$ cat src/rtl/weight_buffer_pkg.sv
// Shared types and helpers for the per-layer weight buffer and its weight_updater users.
// Latency: none (types and constant functions only).
// Backpressure: n/a.
package weight_buffer_pkg;

   // Buffer FSM encoding: IDLE accepts load/read, SEND presents a matrix, WAIT awaits writeback
   typedef enum logic [1:0] {
      ST_IDLE = 2'd0,
      ST_SEND = 2'd1,
      ST_WAIT = 2'd2
   } wb_state_t;

   // Flattened width of one NEURON_NUM x NEURON_NUM matrix of signed cells
   function automatic int unsigned matrix_width(input int unsigned neuron_num,
                                                input int unsigned cell_width);
      return neuron_num * neuron_num * cell_width;
   endfunction

endpackage

$ cat src/rtl/weight_buffer_layer_mem.sv
// Layer-indexed register array: one write port, one combinational read port, cleared on reset.
// Latency: write visible on the read port the cycle after the write edge; read is combinational.
// Backpressure: none; writes are accepted every cycle i_we is high.
module weight_buffer_layer_mem #(
   parameter int DEPTH  = 3,
   parameter int ADDR_W = 2,
   parameter int DATA_W = 400
) (
   input  logic              i_clk,
   input  logic              i_rst,
   input  logic              i_we,
   input  logic [ADDR_W-1:0] i_waddr,
   input  logic [DATA_W-1:0] i_wdata,
   input  logic [ADDR_W-1:0] i_raddr,
   output logic [DATA_W-1:0] o_rdata
);

   logic [DATA_W-1:0] r_mem [DEPTH];
   logic [DATA_W-1:0] w_rdata;

   // Storage: clear every slot on reset, otherwise write the addressed slot
   always_ff @(posedge i_clk or negedge i_rst) begin
      if (!i_rst) begin
         for (int i = 0; i < DEPTH; i++) begin
            r_mem[i] <= '0;
         end
      end else if (i_we) begin
         for (int i = 0; i < DEPTH; i++) begin
            if (i_waddr == ADDR_W'(i)) begin
               r_mem[i] <= i_wdata;
            end
         end
      end
   end

   // Read mux: addresses beyond DEPTH return zero instead of indexing off the array
   always_comb begin
      w_rdata = '0;
      for (int i = 0; i < DEPTH; i++) begin
         if (i_raddr == ADDR_W'(i)) begin
            w_rdata = r_mem[i];
         end
      end
   end

   assign o_rdata = w_rdata;

endmodule

$ cat src/rtl/weight_buffer.sv
// Per-layer weight store around weight_updater: serves one layer matrix, locks it, writes result back.
// Latency: w_valid 1 cycle after read handshake; writeback visible to a read accepted the next cycle.
// Backpressure: one outstanding update; load/read stall outside IDLE, writeback only taken in WAIT.
// Optional: define WEIGHT_BUFFER_WB_CHECK_EN to add i_wb_layer / o_wb_mismatch writeback layer check.
module weight_buffer
   import weight_buffer_pkg::*;
#(
   parameter int NEURON_NUM        = 5,
   parameter int WEIGHT_CELL_WIDTH = 16,
   parameter int LAYER_NUM         = 3,
   parameter int LAYER_ADDR_WIDTH  = 2,
   localparam int unsigned MATRIX_W = matrix_width(NEURON_NUM, WEIGHT_CELL_WIDTH)
) (
   input  logic                        i_clk,
   input  logic                        i_rst,
   input  logic [LAYER_ADDR_WIDTH-1:0] i_load_layer,
   input  logic [MATRIX_W-1:0]         i_load_data,
   input  logic                        i_load_valid,
   output logic                        o_load_ready,
   input  logic [LAYER_ADDR_WIDTH-1:0] i_rd_layer,
   input  logic                        i_rd_valid,
   output logic                        o_rd_ready,
   output logic [MATRIX_W-1:0]         o_w,
   output logic                        o_w_valid,
   input  logic                        i_w_ready,
   input  logic [MATRIX_W-1:0]         i_wb_data,
   input  logic                        i_wb_valid,
   output logic                        o_wb_ready,
`ifdef WEIGHT_BUFFER_WB_CHECK_EN
   input  logic [LAYER_ADDR_WIDTH-1:0] i_wb_layer,
   output logic                        o_wb_mismatch,
`endif
   output logic                        o_addr_error,
   output logic                        o_busy
);

   // One extra bit so LAYER_NUM itself is representable for the range check
   localparam logic [LAYER_ADDR_WIDTH:0] LP_LAYER_LIMIT = (LAYER_ADDR_WIDTH+1)'(LAYER_NUM);

   wb_state_t                   r_state;
   logic [LAYER_ADDR_WIDTH-1:0] r_layer;
   logic [MATRIX_W-1:0]         r_w;
   logic                        r_w_valid;
   logic                        r_addr_error;
   logic                        r_busy;
`ifdef WEIGHT_BUFFER_WB_CHECK_EN
   logic                        r_wb_mismatch;
`endif

   logic                        w_idle;
   logic                        w_load_fire;
   logic                        w_rd_fire;
   logic                        w_wb_fire;
   logic                        w_load_in_range;
   logic                        w_rd_in_range;
   logic                        w_wb_layer_ok;
   logic                        w_mem_we;
   logic [LAYER_ADDR_WIDTH-1:0] w_mem_waddr;
   logic [MATRIX_W-1:0]         w_mem_wdata;
   logic [MATRIX_W-1:0]         w_mem_rdata;

   assign w_idle = (r_state == ST_IDLE);

   // Ready signals come from state only, except rd_ready which yields to a pending load
   assign o_load_ready = w_idle;
   assign o_rd_ready   = w_idle && !i_load_valid;
   assign o_wb_ready   = (r_state == ST_WAIT);

   assign w_load_fire = i_load_valid && o_load_ready;
   assign w_rd_fire   = i_rd_valid && o_rd_ready;
   assign w_wb_fire   = i_wb_valid && o_wb_ready;

   assign w_load_in_range = ({1'b0, i_load_layer} < LP_LAYER_LIMIT);
   assign w_rd_in_range   = ({1'b0, i_rd_layer} < LP_LAYER_LIMIT);

`ifdef WEIGHT_BUFFER_WB_CHECK_EN
   assign w_wb_layer_ok = (i_wb_layer == r_layer);
`else
   assign w_wb_layer_ok = 1'b1;
`endif

   // Load (IDLE) and writeback (WAIT) are mutually exclusive, so one write port suffices
   assign w_mem_we    = (w_load_fire && w_load_in_range) || (w_wb_fire && w_wb_layer_ok);
   assign w_mem_waddr = w_wb_fire ? r_layer : i_load_layer;
   assign w_mem_wdata = w_wb_fire ? i_wb_data : i_load_data;

   weight_buffer_layer_mem #(
      .DEPTH  (LAYER_NUM),
      .ADDR_W (LAYER_ADDR_WIDTH),
      .DATA_W (int'(MATRIX_W))
   ) u_layer_mem (
      .i_clk   (i_clk),
      .i_rst   (i_rst),
      .i_we    (w_mem_we),
      .i_waddr (w_mem_waddr),
      .i_wdata (w_mem_wdata),
      .i_raddr (i_rd_layer),
      .o_rdata (w_mem_rdata)
   );

   // Transaction FSM with all outputs registered; error flags are single-cycle pulses
   always_ff @(posedge i_clk or negedge i_rst) begin
      if (!i_rst) begin
         r_state      <= ST_IDLE;
         r_layer      <= '0;
         r_w          <= '0;
         r_w_valid    <= 1'b0;
         r_addr_error <= 1'b0;
         r_busy       <= 1'b0;
`ifdef WEIGHT_BUFFER_WB_CHECK_EN
         r_wb_mismatch <= 1'b0;
`endif
      end else begin
         r_addr_error <= 1'b0;
`ifdef WEIGHT_BUFFER_WB_CHECK_EN
         r_wb_mismatch <= 1'b0;
`endif
         case (r_state)
            ST_IDLE: begin
               if (w_load_fire) begin
                  // Out-of-range load is consumed without touching memory
                  if (!w_load_in_range) begin
                     r_addr_error <= 1'b1;
                  end
               end else if (w_rd_fire) begin
                  if (w_rd_in_range) begin
                     r_layer   <= i_rd_layer;
                     r_w       <= w_mem_rdata;
                     r_w_valid <= 1'b1;
                     r_busy    <= 1'b1;
                     r_state   <= ST_SEND;
                  end else begin
                     r_addr_error <= 1'b1;
                  end
               end
            end
            ST_SEND: begin
               // Matrix held stable until the updater takes it
               if (i_w_ready) begin
                  r_w_valid <= 1'b0;
                  r_state   <= ST_WAIT;
               end
            end
            ST_WAIT: begin
               if (i_wb_valid) begin
`ifdef WEIGHT_BUFFER_WB_CHECK_EN
                  r_wb_mismatch <= !w_wb_layer_ok;
`endif
                  r_busy  <= 1'b0;
                  r_state <= ST_IDLE;
               end
            end
            default: begin
               r_w_valid <= 1'b0;
               r_busy    <= 1'b0;
               r_state   <= ST_IDLE;
            end
         endcase
      end
   end

   assign o_w          = r_w;
   assign o_w_valid    = r_w_valid;
   assign o_addr_error = r_addr_error;
   assign o_busy       = r_busy;
`ifdef WEIGHT_BUFFER_WB_CHECK_EN
   assign o_wb_mismatch = r_wb_mismatch;
`endif

endmodule
$ cat config.mk
export PLATFORM = sky130hd
export DESIGN_NAME = weight_buffer
export DESIGN_NICKNAME = d
export VERILOG_FILES = /design/src/rtl/weight_buffer_pkg.sv /design/src/rtl/weight_buffer_layer_mem.sv /design/src/rtl/weight_buffer.sv
export SDC_FILE = /design/constraint.sdc
export NUM_CORES = 2
export LEC_CHECK = 0
export BUFFER_PORTS_ARGS = -buffer_cell sky130_fd_sc_hd__buf_2
export CAP_MARGIN = 20
export CORE_AREA = 5 5 471 473
export DETAILED_ROUTE_END_ITERATION = 8
export DIE_AREA = 0 0 476 478
export SYNTH_ARGS = -nofsm -noshare
export SYNTH_HDL_FRONTEND = slang
export SYNTH_HIERARCHICAL = 1
export SYNTH_SLANG_ARGS = --single-unit
export TNS_END_PERCENT = 30
$ cat constraint.sdc
create_clock -name i_clk -period 2.5 [get_ports i_clk]
set_clock_uncertainty 0.15 [all_clocks]
set_input_delay 0.5 -clock i_clk [delete_from_list [all_inputs] [get_ports i_clk]]
set_output_delay 0.5 -clock i_clk [all_outputs]
set_load 0.03 [all_outputs]
==> reports/summary.txt <==
run status - complete, but fails checks
failing checks - setup timing
starting utilization of the core area - 0.336
Filler Cell Count - 18500
Vias per Instance - 5.02
Top delay family on crit path - buffers and inverters
RePlAce Congestion - 0.942
startpoint types - flip-flop
launch instance of the worst min-delay path - i_load_data[227]
relative contribution of combinational cells to total power - 0.338
Reg2Reg Setup Slack - -0.12 ns
Clock Pin Slew Worst Setup and Hold Paths - 0.07 ns
Hold Violations, Final - 0
Routed Antenna Nets - 0
proportion of synthesized chip area in sequential cells - 0.553
clock sink total - 1607
relative slew slack - 0.562
number of cell rows - 171
vias in the first global route - 54700
RSZ-0062 raised after global routing - true
library cell used as clock root buffer - clkbuf_16
shortest period the worst path allows - 2.62 ns
final sum of negative setup slack - -47.40 ns
cell with the largest stage delay on the worst path - dfrtp_1
fraction of layout cells with a size suffix above 1 - 0.541
first-pass GRT wire length - 355 mm
Clk pwr share - 0.241
IO buf count - 1215
Top Ports - 1216
hold slack final - 0.0940 ns
Worst-Margin Slew - 0.658 ns
Seq. cell area - 0.0402 mm^2
routed wire length per instance - 25.1 um
die height - 478 um
drt drc - 0
startpoint of the lowest-slack register-to-register path - r_state[0]$_DFFE_PN0P_
Sequential Power Share - 0.422
proportion of synthesized flip-flops having asynchronous set or reset - 1.00
aggregate global routing overflow - 0
DRC violation total after the first TritonRoute iteration - 2286
number of standard cells after synthesis - 4795
area of the mapped netlist - 0.0727 mm^2
Multi-input gate area - 0.0315 mm^2
count of pins over their slew limit - 0
final worst setup slack - -0.115 ns
vias - 50400
path category of the worst min-delay check - input pin to flip-flop
area fraction of the dominant cell type after synthesis - 0.553
Switch Pwr - 0.0353 W
Worst Reg-to-Reg Cells - 10
capturing element type of the critical path - flip-flop
H-tree Lvls - 4
power density over the cells - 1060 mW/mm^2
cell types occupying the most area after synthesis - dfrtp_1 (55%), mux2_2 (31%), mux2i_1 (5.5%), o2bb2ai_1 (4.8%), buf_2 (1.2%)
number of distinct library cells after synthesis - 26
TritonCTS clock tree - built
total wirelength of the detailed-routed design - 252 mm
number of enable flip-flop cells after synthesis - 0
endpoint with the worst hold slack - u_layer_mem/r_mem[627]$_DFFE_PN0P_
net count after synthesis - 5605
Cell Int Power - 0.0725 W
WP data required - 3.03 ns
top cell type by total area after synthesis - dfrtp_1
buffer and inverter count on the worst path - 5
prevailing post-synth register cell - dfrtp_1
leading post-synthesis cells by instance count - mux2_2 (1971), dfrtp_1 (1607), mux2i_1 (400), o2bb2ai_1 (400), buf_2 (177)
number of buffers added by the clock tree synthesis step - 175
number of antenna violations at the first check in global routing - 9
Worst-Skew Late Latency - 0.81 ns
horizontal extent of the die - 476 um
floorplan core area - 0.217 mm^2
largest fanout on the critical path - 12
reported max-cap violation count - 0
synth-to-layout area growth - 39.9%
maximum number of pins on one net before global-route repair - 114
Period Utilization, post-route - 1.05
warnings from Yosys - 6
path type of the worst setup path - flip-flop to flip-flop
critical path arrival - 3.14 ns
most frequent cell after synthesis - mux2_2
maximum number of buffers from clock root to sink - 3
Sw Ratio - 0.327
f_max - 0.382 GHz
NumNets Final - 7850
count of cells along the worst hold path - 3
Leakage Power - 46.9 nW
Post-DP HPWL - 157 mm
Reg-to-Reg End - u_layer_mem/r_mem[906]$_DFFE_PN0P_
gr usage total - 0.205
critical-path cell list - nand2b_4, inv_8, nand2_8, mux2_4, nor3b_4, buf_6, buf_16, buf_8, clkbuf_16, mux2_2
register bit count reported by yosys - 1607
Critical Path Max Stage Delay - 0.38 ns
mean cell area of the mapped netlist - 15.2 um^2
die area - 0.228 mm^2
final count of negative-setup-slack endpoints - 976
Peak supply drop - 0.684 mV
overall power of the completed layout - 0.108 W
count of TritonRoute iterations in the first routing pass - 5
-- sequential cells by signal, indices dropped and copies added (netlist names) --
signal and flops:
o_addr_error 1, o_busy 1, o_w 400, o_w_valid 1
r_layer 2, r_state 2, u_layer_mem/r_mem 1200
-- power groups by stage --
stage | clock [W] | combinational, W | sequential [W]
2_1_floorplan | 0 | 0.0172 | 0.0493
3_3_place_gp | 0 | 0.0317 | 0.0450
4_1_cts | 0.0266 | 0.0351 | 0.0452
3_5_place_dp | 0 | 0.0325 | 0.0456
6_report | 0.0259 | 0.0364 | 0.0455
5_1_grt | 0.0277 | 0.0387 | 0.0469
-- kinds of logic (layout without fill, tap and decap cells) --
group           Yosys count  after routing  synth area share
compound gates          410            410            0.0491
buf+inv                 357           2730            0.0317
flops                  1607           1607             0.553
mux                    2402           2402             0.365
other cells               0              7                 0
simple gates             19             19           0.00151
-- cells in the final DEF (no fill, tap or decap), types with 132 or more instances in the layout --
cell	instances
mux2_2	1647
dfrtp_1	1607
buf_2	1209
dlygate4sd3_1	786
mux2i_1	400
o2bb2ai_1	400
mux2_4	324
clkbuf_16	209
buf_4	156
buf_12	132
-- worst max path at each step --
stage,startpoint,to,slack [ns],cells after the start
detailed placement,r_state[0]$_DFFE_PN0P_,u_layer_mem/r_mem[1080]$_DFFE_PN0P_,-0.28,8
global placement,r_state[0]$_DFFE_PN0P_,u_layer_mem/r_mem[1073]$_DFFE_PN0P_,-0.26,8
finish,r_state[0]$_DFFE_PN0P_,u_layer_mem/r_mem[906]$_DFFE_PN0P_,-0.12,10
CTS,r_state[0]$_DFFE_PN0P_,u_layer_mem/r_mem[937]$_DFFE_PN0P_,-0.16,11
global route,r_state[0]$_DFFE_PN0P_,u_layer_mem/r_mem[77]$_DFFE_PN0P_,-0.18,11
floorplan,r_state[0]$_DFFE_PN0P_,u_layer_mem/r_mem[1000]$_DFFE_PN0P_,-0.02,9
-- routing by layer --
layer	global-route usage	share of wire
met1	0.255	0.42
met2	0.338	0.47
met3	0.0432	0.054
met4	0.0981	0.050
met5	0	0.00011
-- worst register-to-register path, delay by kind of cell, from the launching register on --
| family | cells | cell delay (ns) |
|---|---|---|
| buffers and inverters | 5 | 0.80 |
| DFF | 1 | 0.38 |
| muxes | 2 | 0.67 |
| and+or+nand+nor | 3 | 0.49 |
-- cell type report --
class	instances	area share
well taps	2854	0.0351
repair buffers	2424	0.204
flip-flops and latches	1607	0.395
diodes	7	0.000172
multi-input cells	2831	0.309
clock buffers	247	0.0486
clock inverters	58	0.00736
inverters	1	0.000111
-- metrics by stage --
stage	setup slack (ns)	instance area [um^2]	util	cells
after floorplan	-0.0203	72800	-	4795
after global placement	-0.263	83700	0.386	8788
after detailed placement	-0.277	83700	0.386	8788
after CTS	-0.165	100000	0.462	9971
after global routing	-0.183	102000	0.470	10000
final	-0.115	102000	0.470	10000
-- timing repair --
| action | 4_1_cts | 5_1_grt |
|---|---|---|
| resized for setup | 263 | 247 |
| pin swaps | 1 | 1 |
| endpoints found under the hold margin | 1956 | 0 |
| cloned | 37 | 43 |
| hold buffers | 786 | 0 |
| buffers inserted | 59 | 26 |
| endpoints found under the setup margin | 1535 | 1533 |
Power figures use the tool's default switching activity.
